$ cat src/rtl/mdu_pkg.sv
// Shared types for the multiply/divide unit: forwarded op codes and FSM states.
package mdu_pkg;

  typedef enum logic [2:0] {
    MULT  = 3'd0,
    MULTU = 3'd1,
    DIV   = 3'd2,
    DIVU  = 3'd3,
    MTHI  = 3'd4,
    MTLO  = 3'd5
  } mdu_op_t;

  // Prefixed so that DIV/MUL do not collide with the op literals above.
  typedef enum logic [1:0] {
    ST_IDLE = 2'd0,
    ST_MUL  = 2'd1,
    ST_DIV  = 2'd2,
    ST_FIX  = 2'd3
  } mdu_state_t;

endpackage

$ cat src/rtl/mul_div_unit_divider.sv
// Unsigned iterative restoring divider core: one quotient bit per step.
// The dividend shifts out of the quotient register as quotient bits shift in.
module mdu_divider #(
  parameter int WIDTH = 32
) (
  input  logic             clk,
  input  logic             rst_n,
  input  logic             load,
  input  logic             step,
  input  logic [WIDTH-1:0] dividend,
  input  logic [WIDTH-1:0] divisor,
  output logic [WIDTH-1:0] quotient,
  output logic [WIDTH-1:0] remainder
);

  logic [WIDTH-1:0] rem_q, rem_d;
  logic [WIDTH-1:0] quo_q, quo_d;
  logic [WIDTH-1:0] dvs_q, dvs_d;
  logic [WIDTH:0]   trial_s;

  // Next-state for one restoring iteration, or a fresh load.
  always_comb begin
    rem_d   = rem_q;
    quo_d   = quo_q;
    dvs_d   = dvs_q;
    // Trial is one bit wider: the shifted remainder can exceed WIDTH bits for large divisors.
    trial_s = {rem_q, quo_q[WIDTH-1]} - {1'b0, dvs_q};
    if (load) begin
      rem_d = {WIDTH{1'b0}};
      quo_d = dividend;
      dvs_d = divisor;
    end else if (step) begin
      if (!trial_s[WIDTH]) begin
        rem_d = trial_s[WIDTH-1:0];
        quo_d = {quo_q[WIDTH-2:0], 1'b1};
      end else begin
        rem_d = {rem_q[WIDTH-2:0], quo_q[WIDTH-1]};
        quo_d = {quo_q[WIDTH-2:0], 1'b0};
      end
    end else begin
      rem_d = rem_q;
    end
  end

  // Divider working registers.
  always_ff @(posedge clk or negedge rst_n) begin
    if (!rst_n) begin
      rem_q <= {WIDTH{1'b0}};
      quo_q <= {WIDTH{1'b0}};
      dvs_q <= {WIDTH{1'b0}};
    end else begin
      rem_q <= rem_d;
      quo_q <= quo_d;
      dvs_q <= dvs_d;
    end
  end

  assign quotient  = quo_q;
  assign remainder = rem_q;

endmodule

$ cat src/rtl/mul_div_unit.sv
// Multi-cycle multiply/divide unit owning HI/LO, with busy/done handshake and flush.
// Multiply is one registered product delayed by a counter; divide uses mdu_divider.
module mul_div_unit
  import mdu_pkg::*;
#(
  parameter int WIDTH   = 32,
  parameter int MUL_LAT = 2
) (
  input  logic             clk,
  input  logic             rst_n,
  input  logic             start,
  input  logic [2:0]       op,
  input  logic [WIDTH-1:0] a,
  input  logic [WIDTH-1:0] b,
  input  logic             flush,
  output logic             busy,
  output logic             done,
  output logic [WIDTH-1:0] hi,
  output logic [WIDTH-1:0] lo
);

  localparam int CNT_MAX = (WIDTH > MUL_LAT) ? WIDTH : MUL_LAT;
  localparam int CNT_W   = $clog2(CNT_MAX);
  localparam logic [WIDTH-1:0] ONE_W = {{(WIDTH-1){1'b0}}, 1'b1};

  mdu_state_t         state_q, state_d;
  logic [CNT_W-1:0]   count_q, count_d;
  logic [WIDTH-1:0]   hi_q, hi_d;
  logic [WIDTH-1:0]   lo_q, lo_d;
  logic               done_q, done_d;
  logic               busy_q, busy_d;
  logic [2*WIDTH-1:0] prod_q, prod_d;
  logic [WIDTH-1:0]   a_q, a_d;
  logic               neg_quo_q, neg_quo_d;
  logic               neg_rem_q, neg_rem_d;
  logic               div_zero_q, div_zero_d;

  mdu_op_t                   op_s;
  logic                      is_signed_s;
  logic signed [WIDTH:0]     ma_s, mb_s;
  logic signed [2*WIDTH+1:0] prod_full_s;
  logic [1:0]                unused_prod_s;
  logic [WIDTH-1:0]          a_mag_s, b_mag_s;
  logic [WIDTH-1:0]          quo_s, rem_s;
  logic [WIDTH-1:0]          lo_fix_s, hi_fix_s;
  logic                      div_load_s, div_step_s;

  assign op_s        = mdu_op_t'(op);
  assign is_signed_s = (op_s == MULT) || (op_s == DIV);
  assign ma_s        = {is_signed_s & a[WIDTH-1], a};
  assign mb_s        = {is_signed_s & b[WIDTH-1], b};
  assign prod_full_s = ma_s * mb_s;
  assign unused_prod_s = prod_full_s[2*WIDTH+1:2*WIDTH];
  assign a_mag_s     = (is_signed_s && a[WIDTH-1]) ? (~a + ONE_W) : a;
  assign b_mag_s     = (is_signed_s && b[WIDTH-1]) ? (~b + ONE_W) : b;
  // Truncating division: quotient sign from the XOR of signs, remainder follows the dividend.
  assign lo_fix_s    = neg_quo_q ? (~quo_s + ONE_W) : quo_s;
  assign hi_fix_s    = neg_rem_q ? (~rem_s + ONE_W) : rem_s;

  mdu_divider #(.WIDTH(WIDTH)) u_divider (
    .clk       (clk),
    .rst_n     (rst_n),
    .load      (div_load_s),
    .step      (div_step_s),
    .dividend  (a_mag_s),
    .divisor   (b_mag_s),
    .quotient  (quo_s),
    .remainder (rem_s)
  );

  // FSM next-state, HI/LO update and handshake outputs.
  always_comb begin
    state_d    = state_q;
    count_d    = count_q;
    hi_d       = hi_q;
    lo_d       = lo_q;
    done_d     = 1'b0;
    prod_d     = prod_q;
    a_d        = a_q;
    neg_quo_d  = neg_quo_q;
    neg_rem_d  = neg_rem_q;
    div_zero_d = div_zero_q;
    div_load_s = 1'b0;
    div_step_s = 1'b0;
    if (flush) begin
      state_d = ST_IDLE;
    end else begin
      case (state_q)
        ST_IDLE: begin
          if (start) begin
            case (op_s)
              MTHI: hi_d = a;
              MTLO: lo_d = a;
              MULT, MULTU: begin
                prod_d  = prod_full_s[2*WIDTH-1:0];
                count_d = CNT_W'(MUL_LAT - 1);
                state_d = ST_MUL;
              end
              DIV, DIVU: begin
                div_load_s = 1'b1;
                neg_quo_d  = is_signed_s & (a[WIDTH-1] ^ b[WIDTH-1]);
                neg_rem_d  = is_signed_s & a[WIDTH-1];
                div_zero_d = (b == {WIDTH{1'b0}});
                a_d        = a;
                count_d    = CNT_W'(WIDTH - 1);
                state_d    = ST_DIV;
              end
              default: state_d = ST_IDLE;
            endcase
          end else begin
            state_d = ST_IDLE;
          end
        end
        ST_MUL: begin
          if (count_q == {CNT_W{1'b0}}) begin
            {hi_d, lo_d} = prod_q;
            done_d       = 1'b1;
            state_d      = ST_IDLE;
          end else begin
            count_d = count_q - CNT_W'(1);
          end
        end
        ST_DIV: begin
          div_step_s = 1'b1;
          if (count_q == {CNT_W{1'b0}}) begin
            state_d = ST_FIX;
          end else begin
            count_d = count_q - CNT_W'(1);
          end
        end
        ST_FIX: begin
          if (div_zero_q) begin
            lo_d = {WIDTH{1'b1}};
            hi_d = a_q;
          end else begin
            lo_d = lo_fix_s;
            hi_d = hi_fix_s;
          end
          done_d  = 1'b1;
          state_d = ST_IDLE;
        end
        default: state_d = ST_IDLE;
      endcase
    end
    busy_d = (state_d != ST_IDLE);
  end

  // State, HI/LO and handshake registers.
  always_ff @(posedge clk or negedge rst_n) begin
    if (!rst_n) begin
      state_q    <= ST_IDLE;
      count_q    <= {CNT_W{1'b0}};
      hi_q       <= {WIDTH{1'b0}};
      lo_q       <= {WIDTH{1'b0}};
      done_q     <= 1'b0;
      busy_q     <= 1'b0;
      prod_q     <= {(2*WIDTH){1'b0}};
      a_q        <= {WIDTH{1'b0}};
      neg_quo_q  <= 1'b0;
      neg_rem_q  <= 1'b0;
      div_zero_q <= 1'b0;
    end else begin
      state_q    <= state_d;
      count_q    <= count_d;
      hi_q       <= hi_d;
      lo_q       <= lo_d;
      done_q     <= done_d;
      busy_q     <= busy_d;
      prod_q     <= prod_d;
      a_q        <= a_d;
      neg_quo_q  <= neg_quo_d;
      neg_rem_q  <= neg_rem_d;
      div_zero_q <= div_zero_d;
    end
  end

  assign busy = busy_q;
  assign done = done_q;
  assign hi   = hi_q;
  assign lo   = lo_q;

endmodule

$ cat config.mk
export PLATFORM = sky130hd
export DESIGN_NAME = mul_div_unit
export DESIGN_NICKNAME = d
export VERILOG_FILES = /design/src/rtl/mdu_pkg.sv /design/src/rtl/mul_div_unit_divider.sv /design/src/rtl/mul_div_unit.sv
export SDC_FILE = /design/constraint.sdc
export NUM_CORES = 2
export LEC_CHECK = 0
export ABC_CLOCK_PERIOD_IN_PS = 2930
export CAP_MARGIN = 5
export CORE_ASPECT_RATIO = 1.4
export CORE_MARGIN = 1
export CORE_UTILIZATION = 30
export DETAILED_ROUTE_END_ITERATION = 8
export HOLD_SLACK_MARGIN = 0.03
export SYNTH_ARGS = -nofsm -noshare
export SYNTH_HDL_FRONTEND = slang
export SYNTH_SLANG_ARGS = --single-unit
export TNS_END_PERCENT = 50
$ cat constraint.sdc
create_clock -name clk -period 2.93 [get_ports clk]
set_input_delay 0.293 -clock clk [delete_from_list [all_inputs] [get_ports clk]]
set_output_delay 0.293 -clock clk [all_outputs]
set_load 0.005 [all_outputs]
* Yosys cells after proc, flatten, opt, wreduce, memory -nomap -nowiden *
Cells that the tools add are included.

operators by class
  reduce and logical (&&, ||, !) cells = 20
  equal/unequal tests = 14
  bitwise operators = 9
  add/sub/neg operators = 6
  multipliers = 1
  mux-type cells = 39

operators with widths
  kind                                                                    number
  32-bit 2-to-1 mux                                                       17
  32-bit one-hot mux with 3 select lines                                  2
  32-bit by 1-bit adder with 32-bit output (second input constant)        4
  32-bit NOT                                                              4
  33-bit by 33-bit multiplier with 64-bit output                          1
  33-bit by 32-bit subtractor with 33-bit output                          1
  32-bit zero test                                                        1
  5-bit one-hot mux with 2 select lines                                   2
  5-bit AND reduction                                                     3
  5-bit 2-to-1 mux                                                        2
  1-bit 2-to-1 mux                                                        9
  2-bit 2-to-1 mux                                                        4
  2-bit one-hot mux with 4 select lines                                   1
  4-bit AND reduction                                                     2
  2-bit OR reduction                                                      4
  3-bit by 2-bit equality test with 1-bit output (second input constant)  2
  3-bit equality test (second input constant)                             2
  2-bit != test (second input constant)                                   3
  2-bit one-hot mux with 3 select lines                                   1
  2-bit nonzero test                                                      3
  5-bit zero test                                                         1
  5-bit by 1-bit subtractor with 5-bit output (second input constant)     1
  2-bit equality test (second input constant)                             2
  2-bit by 1-bit != test with 1-bit output (second input constant)        2
  12 further kinds                                                        15

storage, ports and cells
  input port bits = 71
  output and inout port bits = 66
  bits in registers = 268
  word-level logic and storage cells = 103

* Depth between registers and ports, before layout *
  depth in word-level cells = 7
  gate-level depth with buffers = 32
  depth with buffers taken out = 29

* Cells and area by module *
From an unflattened synthesis, not the netlist that was laid out.

unflattened totals
  cells, all modules = 6,126
  area total of the unflattened synthesis = 54,242.0 um^2

by module, submodules not included
  module        area an instance (um^2)  seq. area each (um^2)  cells an instance  instances
  mul_div_unit  48,093.6                 4,304.1                5,449              1
  mdu_divider   6,148.4                  2,402.3                677                1

* Least setup slack after synthesis *
Ideal clock, no wire load.

  path kind = input to register
  start point = input a[31]
  end point = register prod_q[61]
  path slack = -5.302 ns
  stages on the path = 30
  buffers on the path = 4
  required time = 2.812 ns
  arrival = 8.114 ns
  library setup time = 0.118 ns
  cells stage by stage = clkbuf_1 -> and2_1 -> clkbuf_1 -> clkbuf_1 -> nand2_1 -> inv_1 -> fa_1 -> inv_1 -> fa_1 -> inv_1 -> fa_1 -> fa_1 -> inv_1 -> fa_1 -> inv_1 -> fa_1 -> inv_1 -> fa_1 -> fa_1 -> inv_1 -> ha_1 -> clkbuf_1 -> nand2_1 -> nor4_1 -> a211oi_1 -> o21ai_0 -> a211oi_1 -> o21ai_0 -> a221o_1 -> a21o_1

on the way
  cells in the longest elaborated chain, start to end = 2

RTL lines
  element                                             line                 source
  start: declaration                                  mul_div_unit.sv:13   input logic [WIDTH-1:0] a,
  1-bit bitwise AND                                   mul_div_unit.sv:50   assign ma_s = {is_signed_s & a[WIDTH-1], a};
  33-bit by 33-bit multiplier with 64-bit output (*)  mul_div_unit.sv:52   assign prod_full_s = ma_s * mb_s;
  end signal: assignment                              mul_div_unit.sv:157  prod_q <= {(2*WIDTH){1'b0}};
  end signal: assignment                              mul_div_unit.sv:169  prod_q <= prod_d;
  end: declaration                                    mul_div_unit.sv:32   logic [2*WIDTH-1:0] prod_q, prod_d;

Mark *: on every way between the ends. The rest lies on a longest branch, timed or not.
A chain may end at the register's enable or synchronous reset.

* Final worst setup path *
  start point = input b[9]
  end point = register prod_q[61]

on the way
  cells in the longest elaborated chain, start to end = 1

RTL lines
  element                                         line                source
  start: declaration                              mul_div_unit.sv:14  input logic [WIDTH-1:0] b,
  33-bit by 33-bit multiplier with 64-bit output  mul_div_unit.sv:52

Every way passes these cells.

==> flow_summary.json <==
{
  "status": "complete, but fails checks",
  "violations": "setup timing",
  "stdcell_area_mm2": 0.0706,
  "crit_top_cell": "fa_1",
  "rr_worst_depth": 10,
  "final_cells": 9252,
  "cts_buffer_depth": 3,
  "skew_ns": 0.0431,
  "synth_edf_count": 0,
  "yosysSeqAreaShare_pct": 12.5,
  "place_ws_ns": -5.38,
  "setup_viol": 113,
  "reg2reg_from": "u_divider.remainder[8]",
  "placed_cells": 8990,
  "cpMaxStageDelayCell": "fa_2",
  "hold_violations": 0,
  "layout_common_cells": "nand2_1 (1099), inv_1 (1097), fa_1 (1021), buf_4 (750), dfrtp_1 (266)",
  "die_h_um": 503,
  "grt-ovfl-total": 0,
  "syn_area_mm2": 0.0538,
  "synth-seq-cells": 268,
  "fin_crit_sh_pct": 234,
  "ant_nets": 0,
  "min_path_cells": 4,
  "rsz0062_at_grt": "true",
  "crit_fanout": 5,
  "finalMaxSlewViolations": 0,
  "timing.rr.end": "hi[30]",
  "worst_pin_slew_ns": 0.830,
  "grt_start_max_net_pins": 92,
  "fin_nets": 8369,
  "cp.arrival_ns": 7.35,
  "netlist_top_cells_area": "fa_1 (42%), dfrtp_1 (12%), inv_1 (8.4%), nand2_1 (8.0%), ha_1 (5.9%)",
  "synthDistinctLibCells": 72,
  "start_util_pct": 30.3,
  "whs_endpoint": "a_q[16]",
  "slew_headroom_pct": 44.6,
  "period_minus_slack_ns": 6.85,
  "firstDrtPassIters": 8,
  "ios": 137,
  "postLayoutSetupSlackWorst_ns": -3.92,
  "mostFrequentLayoutCell": "nand2_1",
  "netlist_instances": 6135,
  "rows": 183,
  "cp.required_ns": 3.43,
  "cts_buffers": 26,
  "holdCritPathClass": "in -> reg",
  "vias": 46000,
  "synth_fp_nets": 7587,
  "tns_ns": -205.24,
  "h-tree-depth": 1,
  "cap_violations": 0,
  "cts_tree": "built",
  "io_buffers": 136,
  "regToRegSetupSlack_ns": -0.50,
  "core_area_mm2": 0.178,
  "grt_pass1_wl_mm": 297,
  "synth-async-reset-ratio_pct": 100,
  "yosysWarningCount": 0,
  "avgViaCountPerCell": 4.97,
  "die_w_um": 360,
  "clkSinkCount": 268,
  "max_stage_delay_ns": 0.60,
  "avgSynthCellArea_um2": 8.77,
  "synthFlopType": "dfrtp_1",
  "max_freq_ghz": 0.146,
  "clkTransAtPathRegs_ns": 0.07,
  "wl_per_cell_um": 21.2,
  "start_kind": "primary input",
  "final.fill_count": 17300,
  "synth_top_cell_by_area": "fa_1",
  "clock_latency_ns": 0.61,
  "worstHoldStart": "a[16]",
  "drive_gt1_share_pct": 25.3,
  "cp-end-kind": "register",
  "die-area_mm2": 0.181,
  "crit_buf_inv": 9,
  "route.detailed.drc": 0,
  "dp_hpwl_mm": 155,
  "grtUsageTotal_pct": 21.4,
  "routabilityCongestion": 0.936,
  "placed_cell_area_mm2": 0.0639,
  "crit_family": "adder cells",
  "cts_root_buffer": "clkbuf_16",
  "yosys.area.top_type_share_pct": 41.9,
  "drt-total-wl_mm": 196,
  "drt_iter0_markers": 3034,
  "path_class": "in -> reg",
  "antenna_found_initial": 6,
  "area_delta_synth_final_pct": 31.2,
  "grt_pass1_vias": 49900
}
per-stage QoR:
step | util [%] | hold WS [ns]
after floorplan | - | -0.00259
after global placement | 35.9 | 0.292
after detailed placement | 35.9 | 0.290
after CTS | 38.3 | 0.123
after global routing | 39.7 | 0.112
final | 39.7 | 0.128
tightest hold or removal path: stages:
cell	delay, ns
buf_12	0.14
buf_6	0.16
nand2_1	0.06
nand2_1	0.04
flip-flops by register name, summed over array words and instances (netlist names):
register / cells
neg_quo_q: 1
lo: 32
busy: 1
u_divider.dvs_q: 32
a_q: 32
div_zero_q: 1
u_divider.remainder: 32
done: 1
u_divider.quotient: 32
neg_rem_q: 1
count_q: 5
hi: 32
state_q: 2
prod_q: 64
how the worst max path moves through the flow:
| stage | from | endpoint | slack (ns) | depth (start not counted) |
|---|---|---|---|---|
| 3_3_place_gp | b[12] | prod_q[61] | -5.36 | 27 |
| 5_1_grt | op[2] | prod_q[54] | -4.11 | 34 |
| 3_5_place_dp | b[3] | prod_q[62] | -5.38 | 32 |
| 6_report | b[9] | prod_q[61] | -3.92 | 29 |
| 2_1_floorplan | a[31] | prod_q[61] | -4.43 | 30 |
| 4_1_cts | b[2] | prod_q[58] | -4.00 | 31 |
cell type report:
cell class	instances	area (um^2)	share of cell area (%)
Tap cell	2312	2890	4.10
Sequential cell	268	6710	9.50
Inverter	1200	4540	6.43
Timing Repair Buffer	1143	11200	15.9
Clock buffer	31	699	0.990
Clock inverter	16	161	0.229
Multi-Input combinational cell	4278	44400	62.9
Antenna cell	4	10.0	0.0142
cells by family (layout without fill, tap and decap cells):
| logic type | after synthesis | after routing | synth area share [%] |
|---|---|---|---|
| simple gates | 1800 | 1800 | 14.8 |
| xor+xnor | 224 | 224 | 3.66 |
| other cells | 0 | 4 | 0 |
| flops | 268 | 268 | 12.5 |
| buf+inv | 1589 | 2390 | 11.1 |
| compound gates | 834 | 834 | 9.42 |
| mux | 39 | 39 | 0.746 |
| fa+ha+maj | 1381 | 1381 | 47.8 |
metal layers:
metal  global-route usage (%)  up-vias  wire, um
li1                         -    20100         -
met1                     24.3    23600     71500
met2                     39.3     1638    101000
met3                     2.20      588     10400
met4                     12.0        4     13500
met5                        0        -        21
what timing repair did:
action | CTS | global route
gates resized for setup | 598 | 510
buffers inserted | 142 | 87
hold buffers | 1 | 0
gates cloned | 9 | 4
pin swaps | 316 | 388
endpoints found under the hold margin | 66 | 0
setup endpoints to repair | 120 | 120
cells in the mapped netlist, drive strengths merged (7+ instances only):
master / n
nand2: 1150
fa: 1126
o31ai: 27
nor3: 31
a31oi: 47
o21a: 16
inv: 1199
a22oi: 29
mux2: 9
nand3: 27
or4: 15
a21oi: 213
buf: 77
a21o: 76
nor4: 12
xnor2: 127
nand2b: 20
and3: 28
nor2b: 15
o21ai: 295
o21bai: 16
nand3b: 7
ha: 255
or3: 14
a211oi: 14
mux2i: 30
nand4: 8
xor2: 97
o41ai: 18
clkbuf: 312
or2: 9
nor2: 164
and2: 288
a22o: 27
dfrtp: 268
Power is left out: the tool's default activity adds up to more than one toggle a clock period on the data nets, which glitch-free logic cannot reach.
